### src/rtl/cfg_ble_cluster.sv
// Cluster of NUM_BLE basic logic elements. Each element is a 4-input LUT
// followed by a flop that can be bypassed. LUT contents, bypass select and
// flop init value are loaded serially through one scan chain. A small
// sequencer moves the cluster through IDLE -> SHIFT -> LOAD -> RUN.
module cfg_ble_cluster #(
  parameter int NUM_BLE = 2
) (
  input  logic                 C,
  input  logic                 R,
  input  logic                 cfg_en,
  input  logic                 cfg_din,
  output logic                 cfg_dout,
  input  logic [NUM_BLE*4-1:0] in,
  input  logic [NUM_BLE-1:0]   ff_en,
  output logic [NUM_BLE-1:0]   out,
  output logic                 cfg_ok,
  output logic                 cfg_err,
  output logic                 running
);

  // Per-BLE slice: [15:0] LUT, [16] bypass, [17] flop init value.
  localparam int CFG_W     = 18;
  localparam int CHAIN_LEN = NUM_BLE * CFG_W;
  localparam int CW        = $clog2(CHAIN_LEN + 2);
  // The counter saturates one past the legal length, so an over-long
  // configuration can never wrap back round to look legal.
  localparam logic [CW-1:0] CNT_LEN = CW'(CHAIN_LEN);
  localparam logic [CW-1:0] CNT_MAX = CW'(CHAIN_LEN + 1);

  typedef enum logic [1:0] {
    ST_IDLE,
    ST_SHIFT,
    ST_LOAD,
    ST_RUN
  } state_t;

  state_t                 state_reg, state_next;
  logic [CHAIN_LEN-1:0]   chain_reg;
  logic [CW-1:0]          cnt_reg, cnt_next;
  logic [NUM_BLE-1:0]     q_reg, q_next;
  logic                   cfg_ok_reg, cfg_err_reg;
  logic                   shift_en;
  logic [NUM_BLE-1:0]     lut_out;

  // Sequencer: next state, shift strobe and bit-count update.
  always_comb begin
    state_next = state_reg;
    shift_en   = 1'b0;
    cnt_next   = cnt_reg;
    case (state_reg)
      ST_IDLE, ST_RUN: begin
        if (cfg_en) begin
          shift_en   = 1'b1;
          cnt_next   = CW'(1);
          state_next = ST_SHIFT;
        end
      end
      ST_SHIFT: begin
        if (cfg_en) begin
          shift_en = 1'b1;
          cnt_next = (cnt_reg == CNT_MAX) ? cnt_reg : cnt_reg + 1'b1;
        end else begin
          state_next = ST_LOAD;
        end
      end
      ST_LOAD: state_next = ST_RUN;
      default: state_next = ST_IDLE;
    endcase
  end

  // State, counter and scan chain registers.
  always_ff @(posedge C) begin
    if (R) begin
      state_reg <= ST_IDLE;
      cnt_reg   <= '0;
      chain_reg <= '0;
    end else begin
      state_reg <= state_next;
      cnt_reg   <= cnt_next;
      if (shift_en) chain_reg <= {chain_reg[CHAIN_LEN-2:0], cfg_din};
    end
  end

  // Configuration status is captured only in LOAD and held otherwise.
  always_ff @(posedge C) begin
    if (R) begin
      cfg_ok_reg  <= 1'b0;
      cfg_err_reg <= 1'b0;
    end else if (state_reg == ST_LOAD) begin
      cfg_ok_reg  <= (cnt_reg == CNT_LEN);
      cfg_err_reg <= (cnt_reg != CNT_LEN);
    end
  end

  assign running  = (state_reg == ST_RUN);
  assign cfg_dout = chain_reg[CHAIN_LEN-1];
  assign cfg_ok   = cfg_ok_reg;
  assign cfg_err  = cfg_err_reg;

  generate
    for (genvar gi = 0; gi < NUM_BLE; gi++) begin : g_ble
      logic [15:0] lut_bits;
      logic        byp;
      logic        init;

      assign lut_bits    = chain_reg[gi*CFG_W +: 16];
      assign byp         = chain_reg[gi*CFG_W + 16];
      assign init        = chain_reg[gi*CFG_W + 17];
      assign lut_out[gi] = lut_bits[in[gi*4 +: 4]];

      // Flop loads its init value in LOAD and only follows the LUT in RUN.
      assign q_next[gi] = (state_reg == ST_LOAD)              ? init        :
                          (state_reg == ST_RUN && ff_en[gi])  ? lut_out[gi] :
                                                                q_reg[gi];
      assign out[gi]    = running ? (byp ? lut_out[gi] : q_reg[gi]) : 1'b0;
    end
  endgenerate

  // BLE flops.
  always_ff @(posedge C) begin
    if (R) q_reg <= '0;
    else   q_reg <= q_next;
  end

endmodule

### config.mk
export PLATFORM = sky130hd
export DESIGN_NAME = cfg_ble_cluster
export DESIGN_NICKNAME = d
export VERILOG_FILES = /design/src/rtl/cfg_ble_cluster.sv
export SDC_FILE = /design/constraint.sdc
export NUM_CORES = 1
export LEC_CHECK = 0
export ABC_AREA = 1
export BUFFER_PORTS_ARGS = -buffer_cell sky130_fd_sc_hd__buf_2
export CAP_MARGIN = 20
export CORE_MARGIN = 2
export CORE_UTILIZATION = 36
export CTS_BUF_LIST = sky130_fd_sc_hd__clkbuf_8 sky130_fd_sc_hd__clkbuf_16
export DETAILED_ROUTE_END_ITERATION = 10
export PLACE_DENSITY = 0.56
export SYNTH_ARGS = -nofsm -noshare
export SYNTH_HDL_FRONTEND = slang
export SYNTH_SLANG_ARGS = --single-unit
### constraint.sdc
create_clock -name C -period 2 [get_ports C]
set_input_delay 0.1 -clock C [delete_from_list [all_inputs] [get_ports C]]
set_output_delay 0.1 -clock C [all_outputs]
set_load 0.01 [all_outputs]
After elaboration in Yosys (flattened, before gate mapping)
Index checks and enable logic that the tools add are counted.
- logic and storage cells: 51
- output and inout bits: 6
- input bits: 14
- register bits after elaboration: 48
- bits in latches: 0
- memory bits (writable): 0
- memories kept: 0
- memory bits (read-only): 0
- bitwise operators: 0
- reductions and logical operators: 10
- equal/unequal tests: 10
- multiplexer cells: 21
- shift-type cells: 0
- add/subtract/negate cells: 1
- div/mod/pow operators: 0
- $mul: 0
- magnitude comparators: 2
- operators with widths (kind ; number):
    two-way mux 6 bit ; 3
    equality test 6 bit, second input constant ; 2
    two-way mux 1 bit ; 12
    case mux 6 bit (2 select lines) ; 1
    < comparator 4 x 5 -> 1 bit, second input constant ; 2
    binary-select mux 1 bit (select 4 bit) ; 2
    != test 2 bit, second input constant ; 4
    adder 6 x 1 -> 6 bit, second input constant ; 1
    != test 6 bit, second input constant ; 1
    case mux 2 bit (3 select lines) ; 1
    nonzero test 2 bit ; 3
    equality test 2 bit, second input constant ; 2
    two-way mux 2 bit ; 2
    AND reduction 4 bit ; 1
    OR reduction 3 bit ; 1
    equality test 2 x 1 -> 1 bit, second input constant ; 1
    logical AND 1 bit ; 2
    logical NOT 2 bit ; 1
    AND reduction 2 bit ; 1
    OR reduction 2 bit ; 1

Longest topological paths before layout
- depth in word-level cells: 4
- gate-level depth with buffers: 10
- gate-level depth less buffers: 9

Worst setup path after synthesis
Ideal clock, no wire load.
- kind: register to register
- start point: reg state_reg[1]
- end point: reg cnt_reg[5]
- cell stages (with the launch flop): 11
- period minus slack after synthesis: 1406 ps
- data required time: 1885 ps
- path buffers: 1
- setup time: 115 ps
- setup slack: 594 ps
- data arrival time: 1291 ps
- cells stage by stage: dfxtp_1 > inv_1 > ha_1 > buf_4 > nand2_2 > nor2_2 > a21oi_4 > nand2_4 > nand2_1 > o21ai_1 > and2_1
- cells in the longest elaborated chain, start to end: 4
- elaborated cells on any way between the ends: 10
- those cells by class: eq/ne (5); mux (1); reduce/logical (4)
- ends and longest elaborated chain (what ; line ; source):
    from (decl) ; 37 ; state_t state_reg, state_next;
    from (signal assigned) ; 78 ; state_reg <= state_next;
    equality test 2 bit / logical NOT 2 bit (equally long branches) ; 50 ; case (state_reg)
    OR reduction 2 bit ; 50 ;
    != test 2 bit (no source line) / nonzero test 2 bit (equally long branches) ; n/a ;
    AND reduction 4 bit (no source line) ; n/a ;
    to (signal assigned) ; 79 ; cnt_reg <= cnt_next;
    to (decl) ; 39 ; logic [CW-1:0] cnt_reg, cnt_next;
Parallel ways exist; a longest one is shown, timed or not.
A chain may end at the register's enable or synchronous reset.

Final worst setup path
- start point: reg state_reg[0]
- end point: reg chain_reg[7]
- cells in the longest elaborated chain, start to end: 3
- elaborated cells on any way between the ends: 5
- those cells by class: eq/ne (2); mux (1); reduce/logical (2)
- ends and longest elaborated chain (what ; line ; source):
    equality test 2 bit (tied with other cells) ; 50 ;
    OR reduction 3 bit (no source line) * ; n/a ;
    two-way mux 1 bit * ; n/a ;
    to (signal assigned) ; 80 ; if (shift_en) chain_reg <= {chain_reg[CHAIN_LEN-2:0], cfg_din};
    to (decl) ; 38 ; logic [CHAIN_LEN-1:0] chain_reg;
Every way passes the cells marked *; elsewhere a longest branch is shown, timed or not.

==> metrics.yaml <==
timing:
  finalCritPeriodShare_pct: 81.65
  fin_tns_setup_ns: 0
  fin_skew_ns: 0.009568
  tightest_slew_ns: 0.5798
  min_period_ns: 1.633
  finalHoldViolations: 0
  drv_slew: 0
  slew_headroom_pct: 61.31
  setup_viol: 0
  grt_setup_unrepaired: "no"
  fmax_ghz: 0.6123
grt:
  track_usage_pct: 14.38
  overflow: 0
  grt_pass1_wl_mm: 8.424
  first_global_vias: 1864
  grt_max_degree: 52
  antenna_found_initial: 0
detailed_routing:
  dr_wl_met2_mm: 2.149
  ant_nets: 0
  vias: 2002
  first_pass_iters: 4
  wl_per_cell_um: 11.44
  drc: 0
  drtIter0Drc: 111
  wl_met3_um: 127
  via_per_inst: 4.722
  wl_met1_mm: 2.541
  wl_mm: 4.852
  highest_layer: "met4"
critical_path:
  cp_cell_sequence: "inv_1 > ha_1 > nor2_2 > buf_4 > o21ai_0 > a21oi_1"
  cp.required_ns: 2.24
  cp_top_family: "buffers and inverters"
  reg2reg_slack_ns: 0.37
  worst-path-buf-inv: 2
  worst_r2r_path_depth: 6
  max_stage_delay_ns: 0.41
  crit_path_end_kind: "register"
  cp.arrival_ns: 1.87
  worst_path_max_delay_cell: "dfxtp_1"
  r2r-start: "state_reg[0]"
  crit_end: "chain_reg[7]"
  r2r-end: "chain_reg[7]"
  worstSetupStartpoint: "state_reg[0]"
  cp-start-kind: "register"
  worstSetupPathType: "reg2reg"
  cp.depth: 6
  crit_path_max_fanout: 51
synthesis:
  yosys_warnings: 0
  synth_seq_cells: 48
  ys.flop_type: "dfxtp_1"
  syn_avg_cell_area_um2: 6.970
  async_flop_share_pct: 0
  ys_seq_area_share_pct: 41.40
  synth_fp_nets: 354
  synth_area_leaders: "dfxtp_1 (41%), o21ai_0 (10%), a21oi_1 (9.5%), nand2_1 (8.9%), inv_1 (8.7%)"
  yosysMostFrequentCell: "nand2_1"
  yosysTopAreaCellShare_pct: 41.40
  synth_top_area_cell: "dfxtp_1"
  synth_cell_types: 23
  synth-edff-count: 0
  syn_area_mm2: 0.002321
  syn_inst: 333
  synthTopCellsByCount: "nand2_1 (55), inv_1 (54), dfxtp_1 (48)"
clock_network:
  hold_buffers: 0
  post_cts_buffers: 0
  cts_buffer_depth: 2
  cts_tree: "yes"
  numCtsBuffers: 5
  root_buffer: "clkbuf_8"
  post_cts_resized: 0
  htree_levels: 2
  numClockSinks: 48
  clk-insertion-delay-late_ns: 0.30
  clk_pin_slew_worst_paths_ns: 0.10
finish:
  antenna_cells: 0
  finalNetCount: 367
  largest_register_ffs: 36
  nFillCells: 686
  ff_latch_area_um2: 960.9
  drive_above_1_share_pct: 10.66
  multi_input_area_mm2: 0.001075
  fin_util_pct: 40.60
  area_growth_pct: 9.811
  fin_area_mm2: 0.002549
floorplan:
  die_x_um: 84.30
  core_region_area_mm2: 0.006277
  initial_core_util_pct: 36.97
  die_h_um: 84.30
  placementRows: 29
  die_area_mm2: 0.007106
  io_pins: 20
status:
  status: "completed"
power_and_ir_drop:
  ir_drop_uv: 418.1
  power.density_mw_per_mm2: 877.8
  p_leak_nw: 1.133
place:
  io_buffers: 19
  place_congestion: 0.8042
  dpl_cell_area_mm2: 0.002452
  place_hpwl_mm: 3.365
min_path:
  hold_path_class: "in2reg"
flow_run:
  drv_cap: 0
==> worst min-delay path: cells and delay by family <==
family | cells | cell delay, ns
AO/OA/AOI/OAI | 2 | 0.17
buffers and inverters | 1 | 0.07
==> layout make-up <==
type	count	share of cell area (%)
clock inverters	2	0.5400
clock buffers	6	3.240
inverters	56	8.247
well taps	77	3.780
repair buffers	21	4.320
multi-input cells	214	42.17
flip-flops and latches	48	37.70
==> through the flow <==
step / hold slack (ns) / setup slack (ns) / instances / total power, mW
2_1_floorplan: 0.2898 / 0.5936 / 333 / 1.521
3_3_place_gp: 0.3782 / 0.4302 / 416 / 1.625
3_5_place_dp: 0.3885 / 0.3546 / 416 / 1.637
4_1_cts: 0.06349 / 0.3346 / 424 / 2.274
5_1_grt: 0.08942 / 0.1364 / 424 / 2.394
6_report: 0.06553 / 0.3669 / 424 / 2.237
==> cells in the final DEF (no fill, tap or decap) <==
master	n
clkbuf_8	6
buf_2	19
dfxtp_1	48
nand2_4	1
nor2_2	2
nand4_1	3
inv_2	2
o21ai_0	47
nand2_2	2
a21oi_4	1
nand3_1	32
a31oi_1	2
ha_1	7
and2_1	1
nand2_1	55
inv_1	54
o21ai_1	1
nor2_1	14
a21oi_1	44
xor2_1	2
clkinv_2	1
inv_6	1
buf_4	2
==> layer usage <==
metal,vias to the layer above,GRT usage [%]
li1,1094,-
met1,884,19.68
met2,17,23.23
met3,7,3.048
met4,0,3.519
met5,-,0
==> power by group <==
group	switching (mW)	internal [mW]	total (mW)
sequential	0.0682	1.07	1.14
clock	0.344	0.283	0.627
combinational	0.312	0.159	0.472
==> cell families after synthesis <==
logic type                 Yosys count  synth area share, %
and+or+nand+nor                    110                20.70
AOI/OAI and AO/OA                   95                21.08
buffers and inverters               71                12.29
DFF                                 48                41.40
adders and majority gates            7                3.773
xor gates and xnor gates             2               0.7549
==> worst min path at each step <==
stage,end,slack [ns],start,cells after the start
global route,cnt_reg[3],0.09,R,2
detailed placement,chain_reg[0],0.39,cfg_din,3
floorplan,chain_reg[0],0.29,cfg_din,2
global placement,chain_reg[0],0.38,cfg_din,3
CTS,chain_reg[0],0.06,cfg_din,3
finish,chain_reg[0],0.07,cfg_din,3
No activity file was read; power rests on OpenSTA's default activity.
